[config.mk]
export PLATFORM = sky130hd
export DESIGN_NAME = io_arbiter
export DESIGN_NICKNAME = d
export VERILOG_FILES = /design/src/rtl/io_arb_pkg.sv /design/src/rtl/io_arb_pick.sv /design/src/rtl/io_arbiter.sv
export SDC_FILE = /design/constraint.sdc
export NUM_CORES = 1
export LEC_CHECK = 0
export CAP_MARGIN = 0
export CORE_AREA = 2 2 98 100
export CTS_CLUSTER_DIAMETER = 150
export CTS_CLUSTER_SIZE = 14
export DETAILED_ROUTE_END_ITERATION = 10
export DIE_AREA = 0 0 100 102
export PLACE_DENSITY = 0.67
export SETUP_SLACK_MARGIN = 0.5
export SYNTH_ARGS = -nofsm -noshare
export SYNTH_HDL_FRONTEND = slang
export SYNTH_HIERARCHICAL = 1
export SYNTH_SLANG_ARGS = --single-unit
[constraint.sdc]
create_clock -name CLK -period 3.5 [get_ports CLK]
set_clock_uncertainty 0.2 [all_clocks]
set_input_delay 0.525 -clock CLK [delete_from_list [all_inputs] [get_ports CLK]]
set_output_delay 0.525 -clock CLK [all_outputs]
set_load 0.02 [all_outputs]
[src/rtl/io_arb_pkg.sv]
// io_arb_pkg: shared types and constants for the IO-space arbiter.
//   io_arb_state_t : arbiter FSM states (IDLE, LOCK0, LOCK1)
//   io_owner_t     : which master issued the transaction now in its response cycle
//   LOCK_CNT_W     : width of the lock hold counter (supports HOLD_MAX up to 255)
//   owner_of()     : maps a one-hot grant vector to the response owner
package io_arb_pkg;

  typedef enum logic [1:0] {
    IDLE  = 2'd0,
    LOCK0 = 2'd1,
    LOCK1 = 2'd2
  } io_arb_state_t;

  typedef enum logic [1:0] {
    OWN_NONE = 2'd0,
    OWN_M0   = 2'd1,
    OWN_M1   = 2'd2
  } io_owner_t;

  localparam int LOCK_CNT_W = 8;

  // Grant vector is one-hot or zero; anything else is treated as no owner.
  function automatic io_owner_t owner_of(input logic [1:0] gnt);
    io_owner_t own;
    case (gnt)
      2'b01:   own = OWN_M0;
      2'b10:   own = OWN_M1;
      default: own = OWN_NONE;
    endcase
    return own;
  endfunction

endpackage

[src/rtl/io_arb_pick.sv]
// io_arb_pick: 2-way combinational priority picker.
//   req[1:0] in  : request vector, bit 0 = M0, bit 1 = M1
//   prio     in  : master that wins when both request (0 = M0, 1 = M1)
//   gnt[1:0] out : one-hot grant, or zero when nobody requests
module io_arb_pick (
  input  logic [1:0] req,
  input  logic       prio,
  output logic [1:0] gnt
);

  // Preferred master first, other master only when the preferred one is quiet.
  always_comb begin
    gnt = 2'b00;
    if (prio == 1'b0) begin
      if (req[0])      gnt = 2'b01;
      else if (req[1]) gnt = 2'b10;
      else             gnt = 2'b00;
    end else begin
      if (req[1])      gnt = 2'b10;
      else if (req[0]) gnt = 2'b01;
      else             gnt = 2'b00;
    end
  end

endmodule

[src/rtl/io_arbiter.sv]
// io_arbiter: shares the single IO-space request port between M0 (CPU data
// port) and M1 (debug/DMA). At most one transaction is issued per cycle; the
// response one cycle later is routed back to the issuer via owner_q.
// Bus locking keeps ownership for read-modify-write sequences, with a forced
// release after HOLD_MAX cycles.
//
// Build option: define IO_ARBITER_RR_EN for round-robin arbitration in IDLE;
// without it M0 has fixed priority (rr_ptr only matters for the single
// arbitration following a forced lock release).
//
// Ports:
//   CLK, RESET (async, active-low)
//   Mx_REQ/WE/RE/LOCK/ADDR/WD  in  : master x transaction request
//   M0_DBE                     in  : CPU data-bus exception, forwarded on M0 grants
//   Mx_GNT                     out : combinational accept
//   Mx_RVALID/Mx_RD            out : response cycle and read data for the issuer
//   IO_REQ/WE/RE/DBE/ADDR/WD   out : issued transaction to io_space
//   IO_RD                      in  : io_space read data, one cycle after issue
module io_arbiter
  import io_arb_pkg::*;
#(
  parameter int RAM_DEPTH = 14,
  parameter int HOLD_MAX  = 16
) (
  input  logic                 CLK,
  input  logic                 RESET,
  input  logic                 M0_REQ,
  input  logic                 M0_WE,
  input  logic                 M0_RE,
  input  logic                 M0_LOCK,
  input  logic [RAM_DEPTH-1:0] M0_ADDR,
  input  logic [31:0]          M0_WD,
  input  logic                 M0_DBE,
  output logic                 M0_GNT,
  output logic                 M0_RVALID,
  output logic [31:0]          M0_RD,
  input  logic                 M1_REQ,
  input  logic                 M1_WE,
  input  logic                 M1_RE,
  input  logic                 M1_LOCK,
  input  logic [RAM_DEPTH-1:0] M1_ADDR,
  input  logic [31:0]          M1_WD,
  output logic                 M1_GNT,
  output logic                 M1_RVALID,
  output logic [31:0]          M1_RD,
  output logic                 IO_REQ,
  output logic                 IO_WE,
  output logic                 IO_RE,
  output logic                 IO_DBE,
  output logic [RAM_DEPTH-1:0] IO_ADDR,
  output logic [31:0]          IO_WD,
  input  logic [31:0]          IO_RD
);

  localparam logic [LOCK_CNT_W-1:0] CNT_LAST = LOCK_CNT_W'(HOLD_MAX - 1);

  io_arb_state_t         state_q, state_d;
  logic                  rr_ptr_q, rr_ptr_d;   // 0 = M0 preferred, 1 = M1 preferred
  logic [LOCK_CNT_W-1:0] lock_cnt_q, lock_cnt_d;
  io_owner_t             owner_q, owner_d;

  logic [1:0] req_elig;
  logic [1:0] pick_gnt;
  logic [1:0] gnt;
  logic       win_lock;
  logic       forced_rel;

  // Masters eligible this cycle: both in IDLE, only the lock holder otherwise.
  always_comb begin
    req_elig = 2'b00;
    case (state_q)
      IDLE:    req_elig = {M1_REQ, M0_REQ};
      LOCK0:   req_elig = {1'b0, M0_REQ};
      LOCK1:   req_elig = {M1_REQ, 1'b0};
      default: req_elig = 2'b00;
    endcase
  end

  io_arb_pick u_pick (
    .req  (req_elig),
    .prio (rr_ptr_q),
    .gnt  (pick_gnt)
  );

  // Grants are suppressed while reset is asserted so nothing leaks to io_space.
  assign gnt        = RESET ? pick_gnt : 2'b00;
  assign M0_GNT     = gnt[0];
  assign M1_GNT     = gnt[1];
  assign win_lock   = gnt[1] ? M1_LOCK : M0_LOCK;
  assign forced_rel = (lock_cnt_q == CNT_LAST);

  // Forward the winner's transaction to io_space; all zero when nobody wins.
  always_comb begin
    IO_REQ  = 1'b0;
    IO_WE   = 1'b0;
    IO_RE   = 1'b0;
    IO_ADDR = '0;
    IO_WD   = 32'h0000_0000;
    if (gnt[1]) begin
      IO_REQ  = 1'b1;
      IO_WE   = M1_WE;
      IO_RE   = M1_RE;
      IO_ADDR = M1_ADDR;
      IO_WD   = M1_WD;
    end else if (gnt[0]) begin
      IO_REQ  = 1'b1;
      IO_WE   = M0_WE;
      IO_RE   = M0_RE;
      IO_ADDR = M0_ADDR;
      IO_WD   = M0_WD;
    end else begin
      IO_REQ  = 1'b0;
    end
  end

  assign IO_DBE = M0_DBE & gnt[0];

  // Response routing: one-cycle fixed latency, so owner_q names the issuer.
  assign M0_RVALID = (owner_q == OWN_M0);
  assign M1_RVALID = (owner_q == OWN_M1);
  assign M0_RD     = (owner_q == OWN_M0) ? IO_RD : 32'h0000_0000;
  assign M1_RD     = (owner_q == OWN_M1) ? IO_RD : 32'h0000_0000;

  // Next-state logic for FSM, rr pointer, lock counter and response owner.
  always_comb begin
    state_d    = state_q;
    rr_ptr_d   = rr_ptr_q;
    lock_cnt_d = lock_cnt_q;
    owner_d    = owner_of(gnt);
    case (state_q)
      IDLE: begin
        lock_cnt_d = '0;
        if (gnt != 2'b00) begin
`ifdef IO_ARBITER_RR_EN
          rr_ptr_d = gnt[0];      // point at the non-winner
`else
          rr_ptr_d = 1'b0;        // any post-release preference is used up
`endif
          if (win_lock) begin
            state_d = gnt[0] ? LOCK0 : LOCK1;
          end else begin
            state_d = IDLE;
          end
        end else begin
          state_d = IDLE;
        end
      end
      LOCK0: begin
        lock_cnt_d = lock_cnt_q + 8'd1;
        // A grant in the forced-release cycle still completes normally.
        if (forced_rel) begin
          state_d    = IDLE;
          rr_ptr_d   = 1'b1;
          lock_cnt_d = '0;
        end else if (gnt[0] && !M0_LOCK) begin
          state_d    = IDLE;
          lock_cnt_d = '0;
        end else begin
          state_d    = LOCK0;
        end
      end
      LOCK1: begin
        lock_cnt_d = lock_cnt_q + 8'd1;
        if (forced_rel) begin
          state_d    = IDLE;
          rr_ptr_d   = 1'b0;
          lock_cnt_d = '0;
        end else if (gnt[1] && !M1_LOCK) begin
          state_d    = IDLE;
          lock_cnt_d = '0;
        end else begin
          state_d    = LOCK1;
        end
      end
      default: begin
        state_d    = IDLE;
        lock_cnt_d = '0;
      end
    endcase
  end

  // State registers; reset also discards any outstanding response.
  always_ff @(posedge CLK or negedge RESET) begin
    if (!RESET) begin
      state_q    <= IDLE;
      rr_ptr_q   <= 1'b0;
      lock_cnt_q <= '0;
      owner_q    <= OWN_NONE;
    end else begin
      state_q    <= state_d;
      rr_ptr_q   <= rr_ptr_d;
      lock_cnt_q <= lock_cnt_d;
      owner_q    <= owner_d;
    end
  end

endmodule

## Yosys cells after proc, flatten, opt, wreduce, memory -nomap -nowiden

Cells that the tools add are included.

- $add $sub $neg: 1
- Equal/unequal tests: 10
- Mux-type cells: 38
- Bitwise gates (word level): 1
- Reduce and logical (&&, ||, !) cells: 8

Operators with widths:

| operator | count |
|---|---|
| two-way mux 32 bit | 4 |
| two-way mux 8 bit | 4 |
| two-way mux 14 bit | 2 |
| two-way mux 2 bit | 10 |
| case mux 8 bit (2 select lines) | 1 |
| two-way mux 1 bit | 13 |
| case mux 2 bit (3 select lines) | 2 |
| adder 8 x 1 -> 8 bit, second input constant | 1 |
| equality test 8 x 4 -> 1 bit, second input constant | 1 |
| equality test 2 x 1 -> 1 bit, second input constant | 3 |
| equality test 2 bit, second input constant | 3 |
| inequality test 2 bit, second input constant | 3 |
| case mux 2 bit (2 select lines) | 1 |
| AND reduction 4 bit | 1 |
| case mux 1 bit (3 select lines) | 1 |
| nonzero test 3 bit | 1 |
| logical AND 1 bit | 2 |
| zero test 1 bit | 2 |
| zero test 2 bit | 1 |
| nonzero test 2 bit | 1 |
| AND 1 bit | 1 |

- Bits in registers: 13
- Input bits: 135
- Output and inout port bits: 118
- Logic and storage cells: 62

## Logic depth before layout (Yosys ltp)

Gate-level depths: netlist of run 1.

- Depth in word-level cells: 10
- Depth in mapped cells: 10
- Gate-level depth less buffers: 9

## Hierarchy

The synthesis of run 1 kept the hierarchy.

By module, submodules not included:

| module | times used | cells each | area an instance (um^2) | sequential area each (um^2) |
|---|---|---|---|---|
| io_arbiter | 1 | 202 | 1,660.3 | 325.3 |
| io_arb_pick | 1 | 3 | 18.8 | 0.0 |

## Least setup slack after synthesis of run 1

No wires, ideal clock.

- Path kind: reg2out
- From: register state_q[0]
- To: output IO_ADDR[0]
- Arrival: 2.253 ns
- Setup slack: 0.522 ns
- Cell stages (with the launch flop): 11
- Buffers on the path: 2
- Cell sequence: dfrtp_1 -> inv_1 -> ha_1 -> nor2_1 -> nor3b_1 -> a21boi_0 -> nand2_1 -> nor2_1 -> buf_4 -> buf_4 -> a22o_1

- Word-level cells in the longest chain between the ends: 8

RTL lines:

| element | line | text |
|---|---|---|
| start, declared | io_arbiter.sv:57 | `io_arb_state_t state_q, state_d;` |
| start signal, assigned | io_arbiter.sv:190 | `state_q <= state_d;` |
| equality test 2 bit, or another cell as far along | io_arbiter.sv:71 | `case (state_q)` |
| case mux 2 bit (3 select lines) * | io_arbiter.sv:71 |  |
| net req_elig[0] | io_arbiter.sv:62 | `logic [1:0] req_elig;` |
| two-way mux 1 bit | io_arb_pick.sv:20 | `else if (req[0]) gnt = 2'b01;` |
| two-way mux 2 bit | io_arb_pick.sv:19 | `if (req[1]) gnt = 2'b10;` |
| two-way mux 2 bit * | io_arb_pick.sv:14 | `if (prio == 1'b0) begin` |
| net pick_gnt[0] | io_arbiter.sv:63 | `logic [1:0] pick_gnt;` |
| two-way mux 2 bit * | io_arbiter.sv:86 | `assign gnt = RESET ? pick_gnt : 2'b00;` |
| two-way mux 14 bit * | io_arbiter.sv:105 | `end else if (gnt[0]) begin` |
| two-way mux 14 bit * | io_arbiter.sv:99 | `if (gnt[1]) begin` |
| end, declared | io_arbiter.sv:50 | `output logic [RAM_DEPTH-1:0] IO_ADDR,` |

The timed path passes the listed nets; every way through them passes the cells marked *.

## Final worst setup path of run 1

- From: input M1_REQ
- To: output IO_ADDR[10]

- Word-level cells in the longest chain between the ends: 6

RTL lines:

| element | line | text |
|---|---|---|
| start, declared | io_arbiter.sv:37 | `input logic M1_REQ,` |
| case mux 2 bit (3 select lines) * | io_arbiter.sv:71 |  |
| net req_elig[1] | io_arbiter.sv:62 |  |
| two-way mux 2 bit | io_arb_pick.sv:16 | `else if (req[1]) gnt = 2'b10;` |
| two-way mux 2 bit | io_arb_pick.sv:15 | `if (req[0]) gnt = 2'b01;` |
| two-way mux 2 bit * | io_arb_pick.sv:14 |  |
| net pick_gnt[1] | io_arbiter.sv:63 |  |
| two-way mux 2 bit * | io_arbiter.sv:86 |  |
| two-way mux 14 bit * | io_arbiter.sv:99 |  |

Marked as above.

==> results.txt, run 1 <==
status: finished, final reports clean
number of enable flip-flop cells after synthesis: 0
IO Count: 253
Critical Path Sink Type: output pin
Die Height: 102 µm
antenna violations before repair: 0
most common cell in the netlist: and2_1
Slew @ Worst Pin: 0.767 ns
Final Net Count: 610
gp weighted congestion: 0.812
Max VDD drop: 0.262 mV
Synth area leaders: a22o_1 25%, and2_1 24%, dfrtp_1 19%
first-pass GRT wire length: 13.9 mm
placement row count: 35
initial core utilization: 0.184
register clock-pin slew on the reported worst setup and hold paths: 0.06 ns
Post-synth top cells: 64 x and2_1, 48 x a22o_1, 13 x dfrtp_1
Tcrit/Tclk final: 0.848
dominant cell type by area after synthesis: a22o_1
Sw Pwr: 890 µW
Net Count, Synth: 345
Layout area overhead: 178%
Hold Crit Class: reg2reg
Worst path slowest cell: clkdlybuf4s50_1
dpl ws: -0.178 ns
ys async rst share: 1.00
fin crit period: 2.97 ns
layout cells sized above 1: 0.209
Power Total: 2.03 mW
cell chain of the critical path: clkdlybuf4s50_1 > nor2b_2 > a21boi_2 > buf_4 > nor2_4 > buf_6 > buf_16 > a22o_1 > buf_6
global route total overflow: 0
Worst EP arrival: 2.24 ns
CP max stage delay: 0.45 ns
Startpoint Class: primary input
Max clock buf depth: 2
Inserted Clock Buffers: 3
TNS Setup: 0 ns
clk root buf: clkbuf_8
vias in the first global route: 2,553
clock sinks: 13
WP buf/inv: 5
routed vias: 2,636
die width: 100 µm
Reg power frac: 0.095
Hold Fails Final Rpt: 0
Crit Path Max Fanout: 6
TritonCTS clock tree: yes
Switching Fraction: 0.438
final-report setup violation count: 0
RSZ-0062 raised after global routing: yes
1st-iter DRT viols: 80
Port Buf Inserts: 252
Top delay family on crit path: buffers and inverters
flops & latches, synth: 13
routed wire length: 10.0 mm
core outline area: 9110 µm²
largest net degree at the start of global routing: 51
Routed Antenna Nets: 0
combinational power share: 0.839
count of pins over their slew limit: 0
post-DR wirelength/cell: 17.3 µm
Detailed Place HPWL: 7.66 mm
vias per cell: 4.54
Cell Int Power: 1.14 mW
post-synthesis cell type count: 37
antenna cells: 0
syn_area_per_cell: 8.19 µm²
cell area after synthesis: 1680 µm²
synth warn: 6
post-route setup slack: 0.530 ns
critical path class: in2out
H-tree levels: 1
Clk pwr share: 0.066
Skew-Pair Late Insertion Delay: 0.24 ns
gr usage total: 0.173
normalized max-slew margin: 0.489
PwrDens: 435 nW/µm²
die area: 10,200 µm²
Synth Flop Type: dfrtp_1
TritonRoute pass-1 iters: 4
drt drc: 0
Req. time, crit path: 2.77 ns
P_leak: 1.94 nW
most frequent CP cell: buf_6
Fmax: 0.337 GHz
Yosys top cell area share: 0.250
Seq/Total Area, Yosys: 0.194
Cells after Synth: 205
Max-Cap Viols: 0
-- per-stage QoR --
step,std cells,area [µm²],hold slack (ns),utilization
after global placement,560,4370,0.290,0.479
after floorplan,205,1680,0.0294,-
after global routing,580,4670,0.341,0.513
final,580,4670,0.313,0.513
after detailed placement,560,4370,0.301,0.479
after CTS,575,4420,0.308,0.485
-- worst paths after layout --
path                               start       endpoint  slack, ns  cells past startpoint
setup / recovery                  M1_REQ    IO_ADDR[10]       0.53                      9
hold / removal             lock_cnt_q[0]  lock_cnt_q[0]       0.31                      1
setup reg to reg              state_q[1]  lock_cnt_q[7]       0.97                      9
hold reg to reg            lock_cnt_q[0]  lock_cnt_q[0]       0.31                      1
max in group asynchronous          RESET     state_q[0]       2.26                      2
min in group asynchronous          RESET       rr_ptr_q       0.34                      1
-- layer usage --
layer,vias to the layer above,routed length [µm],share of wire,global-route usage
met2,151,5220,0.52,0.321
met5,-,0,0,0
met3,10,840,0.084,0.0410
met1,1192,3830,0.38,0.203
li1,1283,-,-,-
met4,0,144,0.014,0.0379
-- cells by family (layout without fill, tap and decap cells) --
family,count (synthesis),after routing,share of synthesized area
compound gates,67,67,0.341
mux,1,1,0.00671
xor+xnor,3,3,0.0157
simple gates,94,94,0.349
fa+ha+maj,5,5,0.0373
buf+inv,22,286,0.0566
flops,13,13,0.194
-- placed cells by master (no fill, tap or decap), types with 2 or more instances in the layout --
master / n
a211oi_1: 2
a211oi_2: 2
a21oi_1: 3
a22o_1: 48
and2_1: 64
buf_12: 2
buf_16: 3
buf_4: 35
buf_6: 29
clkbuf_16: 2
clkbuf_8: 3
clkdlybuf4s50_1: 199
dfrtp_1: 12
dlygate4sd2_1: 5
ha_1: 2
ha_4: 2
inv_1: 3
inv_2: 3
nand2_1: 3
nand3_1: 2
nand3b_1: 2
nand4_1: 2
nor2b_2: 3
nor3_1: 4
o211ai_1: 3
o21ai_0: 3
or3_1: 3
xnor2_1: 2
-- cell type report --
cell class / instances / area (µm²)
clock buffers: 4 / 45.0
multi-input cells: 170 / 1330
well taps: 111 / 139
flip-flops and latches: 13 / 327
fillers: 858 / 4440
inverters: 6 / 22.5
repair buffers: 276 / 2800
-- flip-flops by register name (all words and copies together) (netlist names) --
name,cells
rr_ptr_q,1
lock_cnt_q,8
state_q,2
owner_q,2
-- power by group through the flow --
stage / logic [mW] / registers [mW] / clock network, mW
6_report: 1.70 / 0.193 / 0.135
5_1_grt: 1.81 / 0.195 / 0.145
4_1_cts: 1.54 / 0.192 / 0.138
3_5_place_dp: 1.47 / 0.191 / 0
3_3_place_gp: 1.47 / 0.189 / 0
2_1_floorplan: 0.737 / 0.186 / 0
-- repair_timing --
action	in CTS	in global routing
resized for setup	211	84
pin swaps	5	8
gates cloned	3	2
buffers inserted	8	3
hold buffers	0	0
setup endpoints to repair	52	51
Power figures use the tool's default switching activity.
==> inputs of run 2 (changes only) <==
Clock period 3.5 ns to 2.84 ns, I/O delays scaled along.
==> results.txt, run 2 (synthesized netlist as in run 1, its figures left out) <==
first-pass GRT wire length: 14.7 mm (+5.7%)
worst reg2reg path depth: 12 (+3)
TritonRoute pass-1 iters: 4 (unchanged)
fin crit period: 2.83 ns
Top delay family on crit path: buffers and inverters
gr usage total: 0.183 (+0.0103)
die width: 100 µm (unchanged)
routed wire length: 10.6 mm (+5.2%)
WP depth: 11 (+2)
final-report setup violation count: 0 (unchanged)
die area: 10,200 µm² (unchanged)
antenna violations before repair: 1 (+1)
Max VDD drop: 0.401 mV (+53%)
post-route setup slack: 0.00827 ns (-0.522 ns)
Startpoint Class: register
Hold Fails Final Rpt: 0 (unchanged)
vias in the first global route: 2,695 (+5.6%)
Detailed Place HPWL: 8.13 mm (+6.2%)
Skew-Pair Late Insertion Delay: 0.24 ns (about the same)
Cell Area, Placed: 4780 µm² (+9.5%)
Final Cell Area: 5130 µm² (+10%)
# hold bufs at CTS: 0 (unchanged)
vias per cell: 4.58 (+0.77%)
Tcrit/Tclk final: 0.997
critical path class: reg2out
clk root buf: clkbuf_8
Regs by FF count: lock_cnt_q (8), owner_q (2), state_q (2)
max reg flops: 8 (unchanged)
clock sinks: 13 (unchanged)
CP max stage delay: 0.44 ns (about the same)
PwrDens: 545 nW/µm² (+25%)
most frequent CP cell: buf_6
Req. time, crit path: 2.21 ns (-0.56 ns)
core outline area: 9110 µm² (unchanged)
Max-Cap Viols: 0 (unchanged)
Fill cells: 833 (-2.9%)
Routed Antenna Nets: 0 (unchanged)
global route total overflow: 0 (unchanged)
IO Count: 253 (unchanged)
P_leak: 2.54 nW (+31%)
Cells on Worst Hold Path: 1 (unchanged)
drt drc: 0 (unchanged)
H-tree levels: 1 (unchanged)
layout cells sized above 1: 0.333 (+0.124)
cell chain of the critical path: inv_2 > ha_4 > nor2_2 > nor3b_2 > a21boi_4 > nand2_2 > nor2_4 > buf_6 > clkbuf_16 > a22o_1 > buf_6
TNS Setup: 0 ns (unchanged)
Port Buf Inserts: 252 (unchanged)
most frequent cells in the layout: 135 x clkdlybuf4s50_1, 64 x and2_1, 64 x dlygate4sd2_1
Hold Crit Class: reg2reg
Top reg by flops: lock_cnt_q
Die Height: 102 µm (unchanged)
routed vias: 2,725 (+3.4%)
largest net degree at the start of global routing: 34 (-33%)
antenna cells: 0 (unchanged)
Fmax: 0.353 GHz
most common cell after layout, fill and taps aside: clkdlybuf4s50_1
Slew @ Worst Pin: 0.450 ns (-0.317 ns)
placement row count: 35 (unchanged)
Inserted Clock Buffers: 3 (unchanged)
Max clock buf depth: 2 (unchanged)
WP buf/inv: 4 (-1)
TritonCTS clock tree: yes
count of pins over their slew limit: 0 (unchanged)
final hold slack: 0.319 ns (+0.00594 ns)
post-DR wirelength/cell: 17.7 µm (+2.5%)
Worst path slowest cell: dfrtp_2
gp weighted congestion: 0.779 (-4.1%)
initial core utilization: 0.184 (unchanged)
Layout area overhead: 206%
Worst EP arrival: 2.21 ns (-0.03 ns)
Critical Path Sink Type: output pin
Reg2Reg Setup Slack: 0.54 ns (-0.43 ns)
register clock-pin slew on the reported worst setup and hold paths: 0.06 ns (about the same)
1st-iter DRT viols: 46 (-43%)
Final Net Count: 625 (+2.5%)
dpl ws: -0.408 ns (-0.230 ns)
status: finished, final reports clean
normalized max-slew margin: 0.699 (+0.210)
Crit Path Max Fanout: 6 (unchanged)
RSZ-0062 raised after global routing: yes
[run 2: final cells by class]
class | count | area (µm²) | area share
timing repair buffer | 291 | 2900 | 0.565
multi-input combinational | 170 | 1700 | 0.330
sequential | 13 | 327 | 0.0636
tap | 111 | 139 | 0.0271
clock buffer | 4 | 45.0 | 0.00877
inverter | 6 | 25.0 | 0.00487
[run 2: path summary, 6_finish.rpt]
kind,to,startpoint
setup / recovery,IO_ADDR[7],state_q[0]
hold / removal,lock_cnt_q[0],lock_cnt_q[0]
setup reg to reg,lock_cnt_q[1],state_q[0]
hold reg to reg,lock_cnt_q[0],lock_cnt_q[0]
max in group asynchronous,state_q[0],RESET
min in group asynchronous,rr_ptr_q,RESET
[run 2: stage by stage]
| stage | total power [mW] | instances | utilization |
|---|---|---|---|
| 2_1_floorplan | 1.33 | 205 | - |
| 3_3_place_gp | 2.29 | 571 | 0.525 |
| 3_5_place_dp | 2.31 | 571 | 0.525 |
| 4_1_cts | 2.64 | 588 | 0.543 |
| 5_1_grt | 2.97 | 595 | 0.564 |
| 6_report | 2.80 | 595 | 0.564 |
[run 2: power breakdown]
group	switching (mW)	internal, mW	total (mW)
Clock	0.0668	0.0990	0.166
Sequential	0.0281	0.211	0.239
Combinational	1.13	1.26	2.39
Total	1.23	1.57	2.80
[run 2: per-layer routing]
layer,up-vias,routed length (µm),global-route usage
li1,1318,-,-
met1,1256,3900,0.207
met2,141,5490,0.337
met3,8,1080,0.0663
met4,2,79,0.0306
met5,-,13,0
[run 2: timing repair]
action | CTS | global route
gates resized for setup | 372 | 21
gates cloned | 5 | 2
setup buffers | 8 | 5
setup endpoints to repair | 116 | 61
pin swaps | 4 | 17
==> inputs of run 3 (changes only) <==
==> constraint.sdc (replaced) <==
create_clock -name CLK -period 2.84 [get_ports CLK]
set_clock_uncertainty 0.2 [all_clocks]
set_input_delay 0.568 -clock CLK [delete_from_list [all_inputs] [get_ports CLK]]
set_output_delay 0.568 -clock CLK [all_outputs]
set_load 0.02 [all_outputs]
==> results.txt, run 3 (synthesized netlist as in run 1, its figures left out) <==
critical path class: reg2out
Final Cell Area: 5210 µm² (+1.5%)
Hold Crit Class: reg2reg
most frequent cells in the layout: 132 x clkdlybuf4s50_1, 64 x and2_1, 58 x dlygate4sd2_1
Inserted Clock Buffers: 3 (unchanged)
most common cell after layout, fill and taps aside: clkdlybuf4s50_1
gr usage total: 0.183 (-0.000692)
vias in the first global route: 2,728 (+1.2%)
Fmax: 0.342 GHz (-3.2%)
max reg flops: 8 (unchanged)
WP buf/inv: 4 (unchanged)
1st-iter DRT viols: 35 (-24%)
PwrDens: 540 nW/µm² (-0.84%)
routed wire length: 10.3 mm (-2.1%)
CP max stage delay: 0.44 ns (about the same)
gp weighted congestion: 0.781 (+0.35%)
Hold Fails Final Rpt: 0 (unchanged)
Skew-Pair Late Insertion Delay: 0.24 ns (about the same)
post-DR wirelength/cell: 17.3 µm (-2.3%)
layout cells sized above 1: 0.332 (-0.000686)
Top reg by flops: lock_cnt_q
Cell Area, Placed: 4900 µm² (+2.4%)
die area: 10,200 µm² (unchanged)
most frequent CP cell: buf_6
final-report setup violation count: 48 (+48)
post-route setup slack: -0.0853 ns (-0.0936 ns)
initial core utilization: 0.184 (unchanged)
Detailed Place HPWL: 8.36 mm (+2.8%)
clock sinks: 13 (unchanged)
antenna violations before repair: 0 (-1)
Crit Path Max Fanout: 7 (+1)
global route total overflow: 0 (unchanged)
vias per cell: 4.61 (+0.75%)
Layout area overhead: 210%
Routed Antenna Nets: 0 (unchanged)
TritonRoute pass-1 iters: 6 (+2)
normalized max-slew margin: 0.823 (+0.124)
Max-Cap Viols: 0 (unchanged)
antenna cells: 0 (unchanged)
Final Net Count: 626 (+0.16%)
P_leak: 2.53 nW (-0.64%)
status: finished, violations left
cell chain of the critical path: inv_2 > ha_4 > nor2_2 > nor3b_4 > a21boi_4 > nand2_2 > nor2_4 > buf_6 > buf_12 > a22o_1 > buf_6
H-tree levels: 1 (unchanged)
worst reg2reg startpoint: state_q[0]
Startpoint Class: register
CP Launch Point: state_q[0]
Port Buf Inserts: 252 (unchanged)
Max VDD drop: 0.305 mV (-24%)
Worst path slowest cell: dfrtp_2
Die Height: 102 µm (unchanged)
Tcrit/Tclk final: 1.03 (+0.0329)
drt drc: 0 (unchanged)
Worst Min Path Start: lock_cnt_q[0]
register clock-pin slew on the reported worst setup and hold paths: 0.05 ns (about the same)
clk root buf: clkbuf_8
TritonCTS clock tree: yes
TNS Setup: -2.48 ns (-2.48 ns)
placement row count: 35 (unchanged)
Req. time, crit path: 2.07 ns (-0.14 ns)
core outline area: 9110 µm² (unchanged)
Reg2Reg Setup Slack: 0.54 ns (about the same)
largest net degree at the start of global routing: 27 (-21%)
Fill cells: 834 (+0.12%)
failing checks: setup timing
Top delay family on crit path: buffers and inverters
Critical Path Sink Type: output pin
IO Count: 253 (unchanged)
Worst EP arrival: 2.16 ns (-0.05 ns)
RSZ-0062 raised after global routing: yes
Slew @ Worst Pin: 0.266 ns (-0.184 ns)
Regs by FF count: lock_cnt_q (8), owner_q (2), state_q (2)
die width: 100 µm (unchanged)
routed vias: 2,750 (+0.92%)
Max clock buf depth: 2 (unchanged)
first-pass GRT wire length: 14.7 mm (about the same)
# hold bufs at CTS: 0 (unchanged)
count of pins over their slew limit: 0 (unchanged)
fin crit period: 2.93 ns (+0.0936 ns)
dpl ws: -0.666 ns (-0.258 ns)
==> run 3: per-stage QoR <==
step                      hold WS [ns]  utilization  std cells  power, mW
after floorplan                 0.0724            -        205       1.39
after global routing             0.319        0.572        596       2.96
after global placement           0.286        0.538        576       2.40
after CTS                        0.307        0.565        592       2.77
final                            0.305        0.572        596       2.81
after detailed placement         0.300        0.538        576       2.41
==> run 3: where the power goes <==
part / internal, mW / switching, mW
Combinational: 1.31 / 1.11
Sequential: 0.211 / 0.0257
Clock: 0.0989 / 0.0625
==> run 3: area by class of cell <==
class                   instances  area [µm²]  share of cell area
flip-flops and latches         13         327              0.0627
well taps                     111         139              0.0267
clock buffers                   4        45.0             0.00865
multi-input cells             170        1690               0.325
repair buffers                292        2980               0.572
inverters                       6        25.0             0.00480
==> run 3: timing repair <==
action / 4_1_cts / 5_1_grt
gates resized for setup: 393 / 15
cloned: 4 / 1
setup endpoints to repair: 118 / 86
pin swaps: 6 / 2
buffers inserted: 8 / 3
==> run 3: worst paths after layout <==
check / cells past startpoint / end
max: 11 / IO_RE
min: 1 / lock_cnt_q[0]
max reg2reg: 12 / lock_cnt_q[5]
min reg2reg: 1 / lock_cnt_q[0]
max in group asynchronous: 2 / state_q[0]
min in group asynchronous: 2 / owner_q[1]
==> run 3: metal layers <==
metal,up-vias,wire length (µm),track usage
met4,0,100,0.0348
li1,1315,-,-
met2,155,5470,0.338
met5,-,0,0
met1,1272,3730,0.214
met3,8,1030,0.0492
